==> src/rtl/uart_rx_cfg.sv <==
// Configurable UART receiver: 5..NB_DATA data bits, none/even/odd parity,
// 1 or 2 stop bits, 3-sample majority vote, break and framing detection.
module uart_rx_cfg #(
   parameter int NB_DATA = 8,
   parameter int OVS     = 16
) (
   input  logic               i_clk,
   input  logic               i_reset,
   input  logic               i_rx,
   input  logic               i_tick,
   input  logic [3:0]         i_cfg_nbits,
   input  logic [1:0]         i_cfg_parity,
   input  logic               i_cfg_stop2,
   output logic               o_rxdone,
   output logic [NB_DATA-1:0] o_dout,
   output logic               o_parity_err,
   output logic               o_frame_err,
   output logic               o_break
);

   localparam int NB_CNT = $clog2(OVS);
   localparam logic [NB_CNT-1:0] C_S0   = NB_CNT'(OVS/2-1);
   localparam logic [NB_CNT-1:0] C_S1   = NB_CNT'(OVS/2);
   localparam logic [NB_CNT-1:0] C_DEC  = NB_CNT'(OVS/2+1);
   localparam logic [NB_CNT-1:0] C_LAST = NB_CNT'(OVS-1);
   localparam logic [3:0]        C_NBD  = 4'(NB_DATA);

   typedef enum logic [2:0] {
      IDLE, START, DATA, PARITY, STOP, WAIT_IDLE
   } state_t;

   state_t               r_state;
   state_t               w_next;
   logic [1:0]           r_sync;
   logic [NB_CNT-1:0]    r_cnt;
   logic                 r_s0;
   logic                 r_s1;
   logic [3:0]           r_bitidx;
   logic [3:0]           r_nbits;
   logic [1:0]           r_par;
   logic                 r_stop2;
   logic                 r_stopidx;
   logic [NB_DATA-1:0]   r_shift;
   logic                 r_parbit;
   logic                 r_perr_pend;
   logic                 r_ferr_pend;
   logic                 r_stop1;

   logic                 w_rx;
   logic                 w_dec;
   logic                 w_last;
   logic                 w_vote;
   logic                 w_par_en;
   logic                 w_last_bit;
   logic                 w_stop_final;
   logic                 w_done;
   logic                 w_ferr;
   logic                 w_first_stop;
   logic                 w_brk;
   logic [3:0]           w_nbits;

   assign w_rx         = r_sync[1];
   assign w_dec        = i_tick && (r_cnt == C_DEC);
   assign w_last       = i_tick && (r_cnt == C_LAST);
   assign w_vote       = (r_s0 & r_s1) | (r_s0 & w_rx) | (r_s1 & w_rx);
   assign w_par_en     = (r_par == 2'b01) || (r_par == 2'b10);
   assign w_last_bit   = (r_bitidx == r_nbits - 4'd1);
   assign w_stop_final = !r_stop2 || r_stopidx;
   assign w_done       = (r_state == STOP) && w_dec && w_stop_final;
   assign w_ferr       = r_ferr_pend | ~w_vote;
   assign w_first_stop = r_stop2 ? r_stop1 : w_vote;
   assign w_brk        = (r_shift == '0) && (!w_par_en || !r_parbit)
                         && !w_first_stop;
   assign w_nbits      = (i_cfg_nbits < 4'd5)  ? 4'd5  :
                         (i_cfg_nbits > C_NBD) ? C_NBD : i_cfg_nbits;

   // State register
   always_ff @(posedge i_clk) begin
      if (i_reset) r_state <= IDLE;
      else         r_state <= w_next;
   end

   // Next-state decode
   always_comb begin
      w_next = r_state;
      unique case (r_state)
         IDLE:      if (!w_rx) w_next = START;
         START: begin
            if (w_dec && w_vote) w_next = IDLE;
            else if (w_last)     w_next = DATA;
         end
         DATA:      if (w_last && w_last_bit)
                       w_next = w_par_en ? PARITY : STOP;
         PARITY:    if (w_last) w_next = STOP;
         STOP:      if (w_done) w_next = w_ferr ? WAIT_IDLE : IDLE;
         WAIT_IDLE: if (w_rx) w_next = IDLE;
         default:   w_next = IDLE;
      endcase
   end

   // Synchronizer, tick counter, sampling, shift register and result outputs
   always_ff @(posedge i_clk) begin
      if (i_reset) begin
         r_sync       <= 2'b11;
         r_cnt        <= '0;
         r_s0         <= 1'b1;
         r_s1         <= 1'b1;
         r_bitidx     <= '0;
         r_nbits      <= 4'd5;
         r_par        <= '0;
         r_stop2      <= 1'b0;
         r_stopidx    <= 1'b0;
         r_shift      <= '0;
         r_parbit     <= 1'b0;
         r_perr_pend  <= 1'b0;
         r_ferr_pend  <= 1'b0;
         r_stop1      <= 1'b0;
         o_rxdone     <= 1'b0;
         o_dout       <= '0;
         o_parity_err <= 1'b0;
         o_frame_err  <= 1'b0;
         o_break      <= 1'b0;
      end else begin
         r_sync   <= {r_sync[0], i_rx};
         o_rxdone <= 1'b0;

         if (r_state == IDLE || w_next == IDLE || w_next == WAIT_IDLE)
            r_cnt <= '0;
         else if (i_tick)
            r_cnt <= (r_cnt == C_LAST) ? '0 : r_cnt + 1'b1;

         if (i_tick && r_cnt == C_S0) r_s0 <= w_rx;
         if (i_tick && r_cnt == C_S1) r_s1 <= w_rx;

         if (r_state == IDLE) begin
            r_bitidx  <= '0;
            r_stopidx <= 1'b0;
            if (!w_rx) begin
               r_nbits     <= w_nbits;
               r_par       <= i_cfg_parity;
               r_stop2     <= i_cfg_stop2;
               r_shift     <= '0;
               r_parbit    <= 1'b0;
               r_perr_pend <= 1'b0;
               r_ferr_pend <= 1'b0;
               r_stop1     <= 1'b0;
            end
         end

         if (r_state == DATA && w_dec)
            r_shift <= {w_vote, r_shift[NB_DATA-1:1]};
         if (r_state == DATA && w_last)
            r_bitidx <= w_last_bit ? '0 : r_bitidx + 4'd1;

         if (r_state == PARITY && w_dec) begin
            r_parbit    <= w_vote;
            r_perr_pend <= ^r_shift ^ w_vote ^ (r_par == 2'b10);
         end

         if (r_state == STOP && w_dec && !w_stop_final) begin
            r_stop1     <= w_vote;
            r_ferr_pend <= r_ferr_pend | ~w_vote;
         end
         if (r_state == STOP && w_last)
            r_stopidx <= 1'b1;

         if (w_done) begin
            o_rxdone     <= 1'b1;
            o_dout       <= r_shift >> (C_NBD - r_nbits);
            o_parity_err <= r_perr_pend;
            o_frame_err  <= w_ferr;
            o_break      <= w_brk;
         end
      end
   end

endmodule

==> config.mk <==
export PLATFORM = sky130hd
export DESIGN_NAME = uart_rx_cfg
export DESIGN_NICKNAME = d
export VERILOG_FILES = /design/src/rtl/uart_rx_cfg.sv
export SDC_FILE = /design/constraint.sdc
export NUM_CORES = 1
export LEC_CHECK = 0
export ABC_AREA = 1
export ABC_CLOCK_PERIOD_IN_PS = 2000
export BUFFER_PORTS_ARGS = -buffer_cell sky130_fd_sc_hd__buf_2
export CELL_PAD_IN_SITES_DETAIL_PLACEMENT = 0
export CELL_PAD_IN_SITES_GLOBAL_PLACEMENT = 1
export CORE_ASPECT_RATIO = 0.6
export CORE_MARGIN = 3
export CORE_UTILIZATION = 38
export DETAILED_ROUTE_END_ITERATION = 12
export PLACE_DENSITY = 0.86
export RECOVER_POWER = 100
export SYNTH_ARGS = -nofsm -noshare
export SYNTH_HDL_FRONTEND = slang
export SYNTH_SLANG_ARGS = --single-unit
==> constraint.sdc <==
create_clock -name i_clk -period 2 [get_ports i_clk]
set_input_delay 0.3 -clock i_clk [delete_from_list [all_inputs] [get_ports i_clk]]
set_output_delay 0.3 -clock i_clk [all_outputs]
set_load 0.02 [all_outputs]
==> results.cfg <==
[worst_setup_path]
r2r_end = o_dout[6]
arrival_ns = 2.03
cp.required_ns = 2.21
critPathLaunchType = flip-flop
ff2ff_setup_slack_ns = 0.18
crit_path_start = r_cnt[1]
r2r-start = r_cnt[1]
reg2reg_depth = 9
crit_type = reg2reg
end_kind = flip-flop
crit_end = o_dout[6]
worstPathMaxFanout = 10

[power]
power_leakage_nw = 1.20
p_clk_frac = 0.403
ir_drop_mv = 0.366
power_density_nw_per_um2 = 637
seqPwrFrac = 0.511
power.share.switching = 0.246
p_sw_mw = 0.457
intPower_mw = 1.40
comb_power_share = 0.086

[global_routing]
grt-ovfl-total = 0
grt.met3_usage = 0.0509
use_met2 = 0.200
grt_pass1_vias = 2118
grt-busiest-layer = met1
use_met1 = 0.271
antenna_found_initial = 0
grt_usage = 0.168
grt_pass1_wl_mm = 10.3
grt_max_degree = 17

[yosys]
synth_area_um2 = 2520
synth_fp_nets = 390
synth-edff-count = 0
netlist_instances = 368
async_flop_share = 0
synth-main-ff-cell = dfxtp_1
yosys_warnings = 0
avgSynthCellArea_um2 = 6.85
synth-seq-cells = 47
synth_cell_types = 33
ys_seq_area_frac = 0.373

[route]
detailedRoute.firstPassIterationCount = 5
vias_per_cell = 4.97
dr.first_iter.drc_count = 212
wl_per_cell_um = 12.9
drc = 0
finalWirelength_mm = 6.27
drtAntennaViolNets = 0
vias = 2414

[cts]
h-tree-depth = 2
cts_tree = yes
cts.sinks = 47
cts_buffer_depth = 2
hold_buffers = 0
clk_latency_ns = 0.32
clk_pin_slew_worst_paths_ns = 0.09
ctsRootBufferMaster = clkbuf_8
cts_made_buffers = 5

[timing]
maxSlewHeadroom = 0.735
fmax_ghz = 0.549
tightest_slew_ns = 0.394
setup_viol = 0
drv_slew = 0
period_needed_ns = 1.82
finalSetupTns_ns = 0
finalClockSkew_ns = 0.00816
hold_viol = 0
rsz0062_at_grt = false
fin_crit_sh = 0.910
fin_hold_ws_ns = 0.166

[die]
dieWidth_um = 111
die_y_um = 69.1
core-area_um2 = 6280
start_util = 0.402
ios = 23
core.rowCount = 22
die-area_um2 = 7680

[placed_design]
io_buffer_count = 22
place_congestion = 0.904
dp_hpwl_mm = 4.87

[final_layout]
diodes = 0
seq_area_um2 = 945
flow.area_growth_from_synthesis_pct = 16.0
fillers = 661
fin_nets = 423
multi_input_area_um2 = 1350
layout-drive-gt1-share = 0.144

[job]
max_cap_violations = 0

[status]
status = finished, final reports clean

[worst_hold_path]
hp-class = in2reg
## state kept, by name, summed over array words and instances, names as in the netlist, 2 cells and up
register	cells
o_dout	8
r_bitidx	4
r_par	2
r_shift	8
r_cnt	4
r_state	3
r_nbits	4
r_sync	2
## synthesized netlist by cell type (2+ instances only)
cell type | count | area [µm²]
dfxtp_1 | 47 | 941
nor3_1 | 4 | 20.0
o21ai_1 | 2 | 10.0
inv_1 | 44 | 165
or2_2 | 2 | 12.5
nand3_2 | 3 | 30.0
nor2_1 | 42 | 158
a21oi_1 | 23 | 115
o41ai_1 | 3 | 26.3
buf_2 | 2 | 10.0
xor2_1 | 6 | 52.6
inv_2 | 11 | 41.3
nand4_1 | 7 | 43.8
clkbuf_1 | 7 | 26.3
o22ai_1 | 9 | 56.3
nand3_1 | 24 | 120
nand2_1 | 80 | 300
a211oi_1 | 3 | 22.5
xnor2_1 | 2 | 17.5
o21ai_0 | 24 | 120
ha_1 | 11 | 138
## metrics by stage
step	worst slack, ns	cell area (µm²)	cells	util	power, mW
3_5_place_dp	0.0923	2790	477	0.444	1.13
2_1_floorplan	0.0626	2520	368	-	1.08
5_1_grt	0.00372	2920	486	0.466	1.96
3_3_place_gp	0.0932	2790	477	0.444	1.13
4_1_cts	0.0738	2910	485	0.463	1.88
6_report	0.179	2920	486	0.466	1.86
## area by class of cell
type | count | area share
Clock buffer | 6 | 0.0282
Clock inverter | 2 | 0.0120
Inverter | 56 | 0.0727
Multi-Input combinational cell | 256 | 0.463
Sequential cell | 47 | 0.323
Tap cell | 84 | 0.0359
Timing Repair Buffer | 35 | 0.0650
## metal layers
metal  wire, µm  vias to the layer above
li1           -                     1267
met1       3540                     1077
met2       2210                       63
met3        431                        7
met4         88                        0
met5          0                        -
## worst min path at each step
stage                         start        end  slack [ns]  depth (start not counted)
final                          i_rx  r_sync[0]        0.17                          2
after global routing           i_rx  r_sync[0]        0.15                          2
after CTS                      i_rx  r_sync[0]        0.15                          2
after detailed placement  r_sync[0]  r_sync[1]        0.40                          1
after global placement    r_sync[0]  r_sync[1]        0.40                          1
after floorplan           r_sync[0]  r_sync[1]        0.39                          1
## cells in the final DEF (no fill, tap or decap), drive strengths merged
cell type   n
nor2       44
xnor2       2
inv        55
clkinv      2
o22ai       9
bufinv      1
o21ai      27
o211ai      1
nand3      27
o311ai      1
a21oi      23
xor2        6
nor3        5
clkbuf     19
o41ai       3
nand4       7
dfxtp      47
buf        22
a211o       1
a211oi      3
nand2      80
ha         11
o21a        1
or2         3
a311oi      1
nor4        1
## worst max-delay path, stage by stage (launching register included)
cell and delay [ns]:
dfxtp_1 0.33, inv_2 0.08, ha_1 0.16, nand3_2 0.09, nor2_4 0.19, nand3_4 0.11
clkbuf_2 0.22, nor2_1 0.15, inv_1 0.09, o41ai_1 0.29
## kinds of logic after synthesis
| family | Yosys count | synth area share |
|---|---|---|
| simple gates | 167 | 0.287 |
| buf+inv | 65 | 0.0978 |
| compound gates | 70 | 0.159 |
| fa+ha+maj | 11 | 0.0546 |
| xor+xnor | 8 | 0.0278 |
| flops | 47 | 0.373 |
## power groups by stage
stage / clock [mW] / combinational (mW) / sequential [mW]
after floorplan: 0 / 0.105 / 0.971
after global placement: 0 / 0.154 / 0.973
after detailed placement: 0 / 0.156 / 0.974
after CTS: 0.773 / 0.156 / 0.952
after global routing: 0.824 / 0.179 / 0.954
final: 0.750 / 0.159 / 0.952
## timing repair
action                                 4_1_cts  5_1_grt
setup endpoints to repair                    0        4
setup buffers                                0        1
endpoints found under the hold margin        0        0
gates resized for setup                      0       11
No activity file was read; power rests on OpenSTA's default activity.
